**src/rtl/div_unit_if.sv**
```systemverilog
// div_unit_if: handshake/data bundle between the EX stage and the divider.
//   signed_div_i : 1 = DIV (signed), 0 = DIVU (unsigned)
//   opdata1_i    : dividend
//   opdata2_i    : divisor
//   start_i      : request, held high by EX until ready_o is seen
//   annul_i      : abort the current operation (flush/exception)
//   result_o     : {remainder, quotient}
//   ready_o      : result valid
//   busy_o       : divider is not idle
// Modports: master = EX stage side, slave = divider side.
interface div_unit_if #(
  parameter int WIDTH = 32
);
  logic                   signed_div_i;
  logic [WIDTH-1:0]       opdata1_i;
  logic [WIDTH-1:0]       opdata2_i;
  logic                   start_i;
  logic                   annul_i;
  logic [2*WIDTH-1:0]     result_o;
  logic                   ready_o;
  logic                   busy_o;

  modport master (
    output signed_div_i, opdata1_i, opdata2_i, start_i, annul_i,
    input  result_o, ready_o, busy_o
  );

  modport slave (
    input  signed_div_i, opdata1_i, opdata2_i, start_i, annul_i,
    output result_o, ready_o, busy_o
  );
endinterface

```
**src/rtl/div_unit.sv**
```systemverilog
// div_unit: iterative restoring divider for DIV/DIVU, one quotient bit per
// clock, MSB first. Result is {remainder, quotient} for HI/LO.
// Ports:
//   clk : clock
//   rst : synchronous active-high reset
//   bus : div_unit_if.slave (operands, start/annul in; result/ready/busy out)
// Parameters:
//   WIDTH : operand width (>= 2)
//   CNT_W : iteration counter width
module div_unit #(
  parameter int WIDTH = 32,
  parameter int CNT_W = $clog2(WIDTH+1)
) (
  input logic       clk,
  input logic       rst,
  div_unit_if.slave bus
);

  typedef enum logic [1:0] {
    S_IDLE   = 2'd0,
    S_BYZERO = 2'd1,
    S_ON     = 2'd2,
    S_END    = 2'd3
  } state_e;

  state_e               state_q, state_d;
  logic [CNT_W-1:0]     cnt_q, cnt_d;
  logic [WIDTH-1:0]     rem_q, rem_d;
  logic [WIDTH-1:0]     quot_q, quot_d;
  logic [WIDTH-1:0]     dvs_q, dvs_d;
  logic                 neg_quot_q, neg_quot_d;
  logic                 neg_rem_q, neg_rem_d;
  logic [2*WIDTH-1:0]   result_q, result_d;
  logic                 ready_q, ready_d;
  logic                 busy_q, busy_d;

  logic [WIDTH-1:0]     op1_mag, op2_mag;
  logic [WIDTH:0]       partial, trial;
  logic [WIDTH-1:0]     rem_next, quot_next;
  logic                 q_bit;

  // Operand magnitudes used at capture; signed negatives become positive.
  always_comb begin
    op1_mag = bus.opdata1_i;
    op2_mag = bus.opdata2_i;
    if (bus.signed_div_i && bus.opdata1_i[WIDTH-1]) op1_mag = -bus.opdata1_i;
    if (bus.signed_div_i && bus.opdata2_i[WIDTH-1]) op2_mag = -bus.opdata2_i;
  end

  // One restoring step. quot_q starts as the dividend and is shifted left,
  // so its MSB is the next dividend bit and its LSB collects quotient bits.
  // The top bit of the WIDTH+1 bit difference is the borrow.
  always_comb begin
    partial = {rem_q, quot_q[WIDTH-1]};
    trial   = partial - {1'b0, dvs_q};
    q_bit   = ~trial[WIDTH];
    if (q_bit) rem_next = trial[WIDTH-1:0];
    else       rem_next = partial[WIDTH-1:0];
    quot_next = {quot_q[WIDTH-2:0], q_bit};
  end

  // Next-state and registered-output logic. annul_i wins over every
  // completion path; dropping start_i in END returns to IDLE the same way.
  always_comb begin
    state_d    = state_q;
    cnt_d      = cnt_q;
    rem_d      = rem_q;
    quot_d     = quot_q;
    dvs_d      = dvs_q;
    neg_quot_d = neg_quot_q;
    neg_rem_d  = neg_rem_q;
    result_d   = result_q;
    ready_d    = ready_q;
    busy_d     = busy_q;

    case (state_q)
      S_IDLE: begin
        result_d = '0;
        ready_d  = 1'b0;
        busy_d   = 1'b0;
        if (bus.start_i && !bus.annul_i) begin
          quot_d     = op1_mag;
          dvs_d      = op2_mag;
          rem_d      = '0;
          cnt_d      = '0;
          neg_quot_d = bus.signed_div_i & (bus.opdata1_i[WIDTH-1] ^ bus.opdata2_i[WIDTH-1]);
          neg_rem_d  = bus.signed_div_i & bus.opdata1_i[WIDTH-1];
          busy_d     = 1'b1;
          if (bus.opdata2_i == '0) state_d = S_BYZERO;
          else                     state_d = S_ON;
        end
      end

      S_BYZERO: begin
        if (bus.annul_i) begin
          state_d  = S_IDLE;
          cnt_d    = '0;
          result_d = '0;
          ready_d  = 1'b0;
          busy_d   = 1'b0;
        end else begin
          state_d  = S_END;
          result_d = '0;
          ready_d  = 1'b1;
        end
      end

      S_ON: begin
        if (bus.annul_i) begin
          state_d  = S_IDLE;
          cnt_d    = '0;
          result_d = '0;
          ready_d  = 1'b0;
          busy_d   = 1'b0;
        end else begin
          rem_d  = rem_next;
          quot_d = quot_next;
          cnt_d  = cnt_q + CNT_W'(1);
          if (cnt_q == CNT_W'(WIDTH-1)) begin
            // Sign correction happens here so END only has to hold the value.
            state_d = S_END;
            ready_d = 1'b1;
            result_d[2*WIDTH-1:WIDTH] = neg_rem_q  ? -rem_next  : rem_next;
            result_d[WIDTH-1:0]       = neg_quot_q ? -quot_next : quot_next;
          end
        end
      end

      S_END: begin
        if (bus.annul_i || !bus.start_i) begin
          state_d  = S_IDLE;
          cnt_d    = '0;
          result_d = '0;
          ready_d  = 1'b0;
          busy_d   = 1'b0;
        end
      end

      default: begin
        state_d  = S_IDLE;
        cnt_d    = '0;
        result_d = '0;
        ready_d  = 1'b0;
        busy_d   = 1'b0;
      end
    endcase
  end

  always_ff @(posedge clk) begin
    if (rst) begin
      state_q    <= S_IDLE;
      cnt_q      <= '0;
      rem_q      <= '0;
      quot_q     <= '0;
      dvs_q      <= '0;
      neg_quot_q <= 1'b0;
      neg_rem_q  <= 1'b0;
      result_q   <= '0;
      ready_q    <= 1'b0;
      busy_q     <= 1'b0;
    end else begin
      state_q    <= state_d;
      cnt_q      <= cnt_d;
      rem_q      <= rem_d;
      quot_q     <= quot_d;
      dvs_q      <= dvs_d;
      neg_quot_q <= neg_quot_d;
      neg_rem_q  <= neg_rem_d;
      result_q   <= result_d;
      ready_q    <= ready_d;
      busy_q     <= busy_d;
    end
  end

  assign bus.result_o = result_q;
  assign bus.ready_o  = ready_q;
  assign bus.busy_o   = busy_q;

endmodule

```
**src/flat_wrapper.sv**
```systemverilog
// flat-port wrapper written by rule: the top's interface ports become plain ports
module div_unit_flat 
#(
  parameter int WIDTH = 32,
  parameter int CNT_W = $clog2(WIDTH+1)
)
  (clk, rst, bus_signed_div_i, bus_opdata1_i, bus_opdata2_i, bus_start_i, bus_annul_i, bus_result_o, bus_ready_o, bus_busy_o);
  div_unit_if #(.WIDTH(WIDTH)) bus_i ();
  input logic clk;
  input logic rst;
  input wire logic [$bits(bus_i.signed_div_i)-1:0] bus_signed_div_i;
  input wire logic [$bits(bus_i.opdata1_i)-1:0] bus_opdata1_i;
  input wire logic [$bits(bus_i.opdata2_i)-1:0] bus_opdata2_i;
  input wire logic [$bits(bus_i.start_i)-1:0] bus_start_i;
  input wire logic [$bits(bus_i.annul_i)-1:0] bus_annul_i;
  output wire logic [$bits(bus_i.result_o)-1:0] bus_result_o;
  output wire logic [$bits(bus_i.ready_o)-1:0] bus_ready_o;
  output wire logic [$bits(bus_i.busy_o)-1:0] bus_busy_o;
  assign bus_i.signed_div_i = bus_signed_div_i;
  assign bus_i.opdata1_i = bus_opdata1_i;
  assign bus_i.opdata2_i = bus_opdata2_i;
  assign bus_i.start_i = bus_start_i;
  assign bus_i.annul_i = bus_annul_i;
  assign bus_result_o = bus_i.result_o;
  assign bus_ready_o = bus_i.ready_o;
  assign bus_busy_o = bus_i.busy_o;
  div_unit #(.WIDTH(WIDTH), .CNT_W(CNT_W)) u_core (.clk(clk), .rst(rst), .bus(bus_i));
endmodule
```
**config.mk**
```make
export PLATFORM = sky130hd
export DESIGN_NAME = div_unit_flat
export DESIGN_NICKNAME = d
export VERILOG_FILES = /design/src/rtl/div_unit_if.sv /design/src/rtl/div_unit.sv /design/src/flat_wrapper.sv
export SDC_FILE = /design/constraint.sdc
export NUM_CORES = 1
export LEC_CHECK = 0
export ABC_AREA = 1
export CAP_MARGIN = 20
export CORE_MARGIN = 3
export CORE_UTILIZATION = 56
export DETAILED_ROUTE_END_ITERATION = 16
export PLACE_DENSITY = 0.79
export SYNTH_ARGS = -nofsm -noshare
export SYNTH_HDL_FRONTEND = slang
export SYNTH_SLANG_ARGS = --single-unit
```
**constraint.sdc**
```tcl
create_clock -name clk -period 7.9 [get_ports clk]
set_input_delay 0.79 -clock clk [delete_from_list [all_inputs] [get_ports clk]]
set_output_delay 0.79 -clock clk [all_outputs]
set_load 0.02 [all_outputs]
```
==> out/results.tsv <==
metric	value	unit
status	complete, no violations	
Post-Syn Area	0.01335	sq mm
1st-pass router iterations	6	
Layout area overhead	15.20	%
Final Max Slew Viols	0	
# rows	55	
core area	0.02305	sq mm
hold-critical path depth	2	
skew final	0.01238	ns
Power Dens Cells	245.4	mW/mm^2
RR Startpoint	u_core.quot_q[31]	
EDFF count, synth	0	
Min Hold Slack	0.4666	ns
largest net degree at the start of global routing	92	
Setup Fix Bufs, Post-CTS	0	
DRC	0	
vias	14900	
Mapped Cells	2281	
vias per inst	5.547	
Rel. slew slack	35.10	%
post-cts gate resize count	0	
Seq cells post-synth	172	
# hold bufs at CTS	0	
hold path start	u_core.bus.result_o[4]	
Max stage delay cell, worst path	fa_1	
Distinct cells, synth	48	
cell taking the most area after synthesis	dfxtp_1	
Synth top area share	25.80	%
initial antenna violation count	0	
GPL Wtd Cong	0.9737	
Async SR Flop Fraction	0	%
CTS Buffer Depth	2	
# fillers	2190	
Global Route Usage Sum	32.90	%
static leakage	7.337	nW
Total Neg Setup Slack	0	ns
top post-synthesis cells by area	dfxtp_1 26%, nand2_1 21%, a21oi_1 8.6%	
Crit Path Max Fanout	11	
detailed router's first-iteration violation count	1482	
post-layout min period	4.756	ns
clock sink total	172	
period utilization	60.20	%
HPWL after DPL	33420	um
RR Endpoint	u_core.bus.result_o[30]	
Critical Path Max Stage Delay	0.41	ns
I/O pin count	135	
Worst-path clk slew	0.08	ns
first-pass GRT wire length	68700	um
Hold Vio Cnt, Final	0	
H-Tree Depth	4	
Setup CP Type	reg2reg	
vias in the first global route	13040	
die area	0.02572	sq mm
Worst-Margin Slew	0.9736	ns
Avg WL per Cell	16.23	um
register-to-register setup slack	3.14	ns
R2R cell count	27	
CP arrival	5.04	ns
# port buffers	134	
Final #Nets	2470	
Post-Syn Nets	2392	
Worst Hold Class	reg2reg	
CP Capture Type	flop	
Routed WL	43580	um
syn_area_per_cell	5.852	sq um
Max VDD drop	0.3079	mV
Synth top cells by count	757 x nand2_1, 292 x inv_1, 230 x a21oi_1	
register area share after synthesis	25.80	%
worst-skew pair later-pin latency	0.44	ns
Inserted Diodes	0	
YS warnings	0	
top-count cell post-synth	nand2_1	
fmax	210.3	MHz
RSZ-0062 raised after global routing	false	
Remaining Overflow, GRT	0	
Critical Path Start Type	flop	
antenna viol nets, final	0	
Die Width	160.4	um
Synth Flop Type	dfxtp_1	
TritonCTS clock tree	built	
CTS root buf	clkbuf_16	
# setup viols final	0	
Crit path required time	8.18	ns
max_cap viols	0	
die height	160.4	um
share of cells above drive strength 1	4.806	%
hold endpoint	u_core.bus.result_o[4]	
Starting Density	57.90	%
cts bufs inserted	17	
-- cells by family (layout without fill, tap and decap cells) --
logic type	after synthesis	in the layout	synth area share (%)
fa+ha+maj	42	42	3.993
simple gates	1223	1223	38.64
xor+xnor	57	57	3.740
buf+inv	387	478	11.58
compound gates	400	400	16.25
flops	172	172	25.80
-- report_power, final --
part / switching [mW] / internal [mW]
clock network: 0.410 / 0.480
logic: 1.26 / 0.559
registers: 0.105 / 0.957
total: 1.78 / 2.00
-- layer usage --
metal  wire [um]  global-route usage (%)
met5           0                       0
met4         969                   8.126
met3        4291                   7.248
met2       19150                   51.35
met1       19180                   46.26
-- cells in the final DEF, fill, tap and decap left out, types with 5 or more instances in the layout --
cell / netlist / layout
nor3_1: 22 / 22
or2_2: 8 / 8
ha_1: 41 / 41
xnor2_1: 18 / 18
nor2_2: 11 / 12
nand3b_1: 10 / 10
nand2_2: 26 / 26
nor4_1: 9 / 9
nand2_1: 757 / 757
nand3_1: 147 / 147
buf_4: 7 / 11
a21oi_1: 230 / 229
clkbuf_16: 0 / 17
nand2_4: 5 / 5
nand4_1: 26 / 26
o21ai_1: 6 / 5
inv_1: 292 / 292
a21o_1: 5 / 5
o21ai_0: 107 / 106
o221ai_1: 9 / 9
xor2_1: 39 / 39
nor2_1: 187 / 186
inv_2: 7 / 7
o211ai_1: 25 / 25
clkdlybuf4s50_1: 0 / 133
dfxtp_1: 172 / 172
-- through the flow --
stage               area (sq um)  cells  setup slack [ns]  utilization [%]  power, mW
global route               15380   2685             2.650            66.70      4.017
floorplan                  13350   2281             4.093                -      2.335
global placement           14770   2653             3.488            64.07      2.813
finish                     15380   2685             3.144            66.70      3.774
CTS                        15380   2685             3.282            66.70      3.721
detailed placement         14770   2653             3.373            64.07      2.834
-- sequential cells by signal, summed over array words and instances (netlist names) --
register / count
u_core.bus.result_o: 64
u_core.dvs_q: 32
u_core.quot_q: 32
u_core.rem_q: 32
u_core.cnt_q: 6
u_core.state_q: 2
u_core.bus.busy_o: 1
u_core.bus.ready_o: 1
u_core.neg_quot_q: 1
u_core.neg_rem_q: 1
-- critical path, delay by kind of cell (launching register included) --
kind / cells / cell delay (ns)
AO/OA/AOI/OAI: 3 / 0.26
adder cells (fa/ha/maj): 3 / 0.75
buffers and inverters: 2 / 0.14
AND/OR/NAND/NOR: 19 / 3.10
flip-flops: 1 / 0.33
-- final cells by class --
cell class              instances  area, sq um  area share (%)
repair buffers                144         1414           9.195
flip-flops and latches        172         3443           22.39
inverters                     302         1134           7.372
clock buffers                  18        429.2           2.791
clock inverters                14        177.7           1.155
multi-input cells            1722         8388           54.55
well taps                     313        391.6           2.547
-- worst max-delay path by stage --
stage / cells after the start / startpoint / end / slack, ns
2_1_floorplan: 29 / u_core.quot_q[31] / u_core.bus.result_o[30] / 4.09
3_3_place_gp: 27 / u_core.quot_q[31] / u_core.bus.result_o[30] / 3.49
3_5_place_dp: 27 / u_core.quot_q[31] / u_core.bus.result_o[30] / 3.37
4_1_cts: 27 / u_core.quot_q[31] / u_core.bus.result_o[30] / 3.28
5_1_grt: 27 / u_core.quot_q[31] / u_core.bus.result_o[24] / 2.65
6_report: 27 / u_core.quot_q[31] / u_core.bus.result_o[30] / 3.14
(Power assumes the default switching activity.)
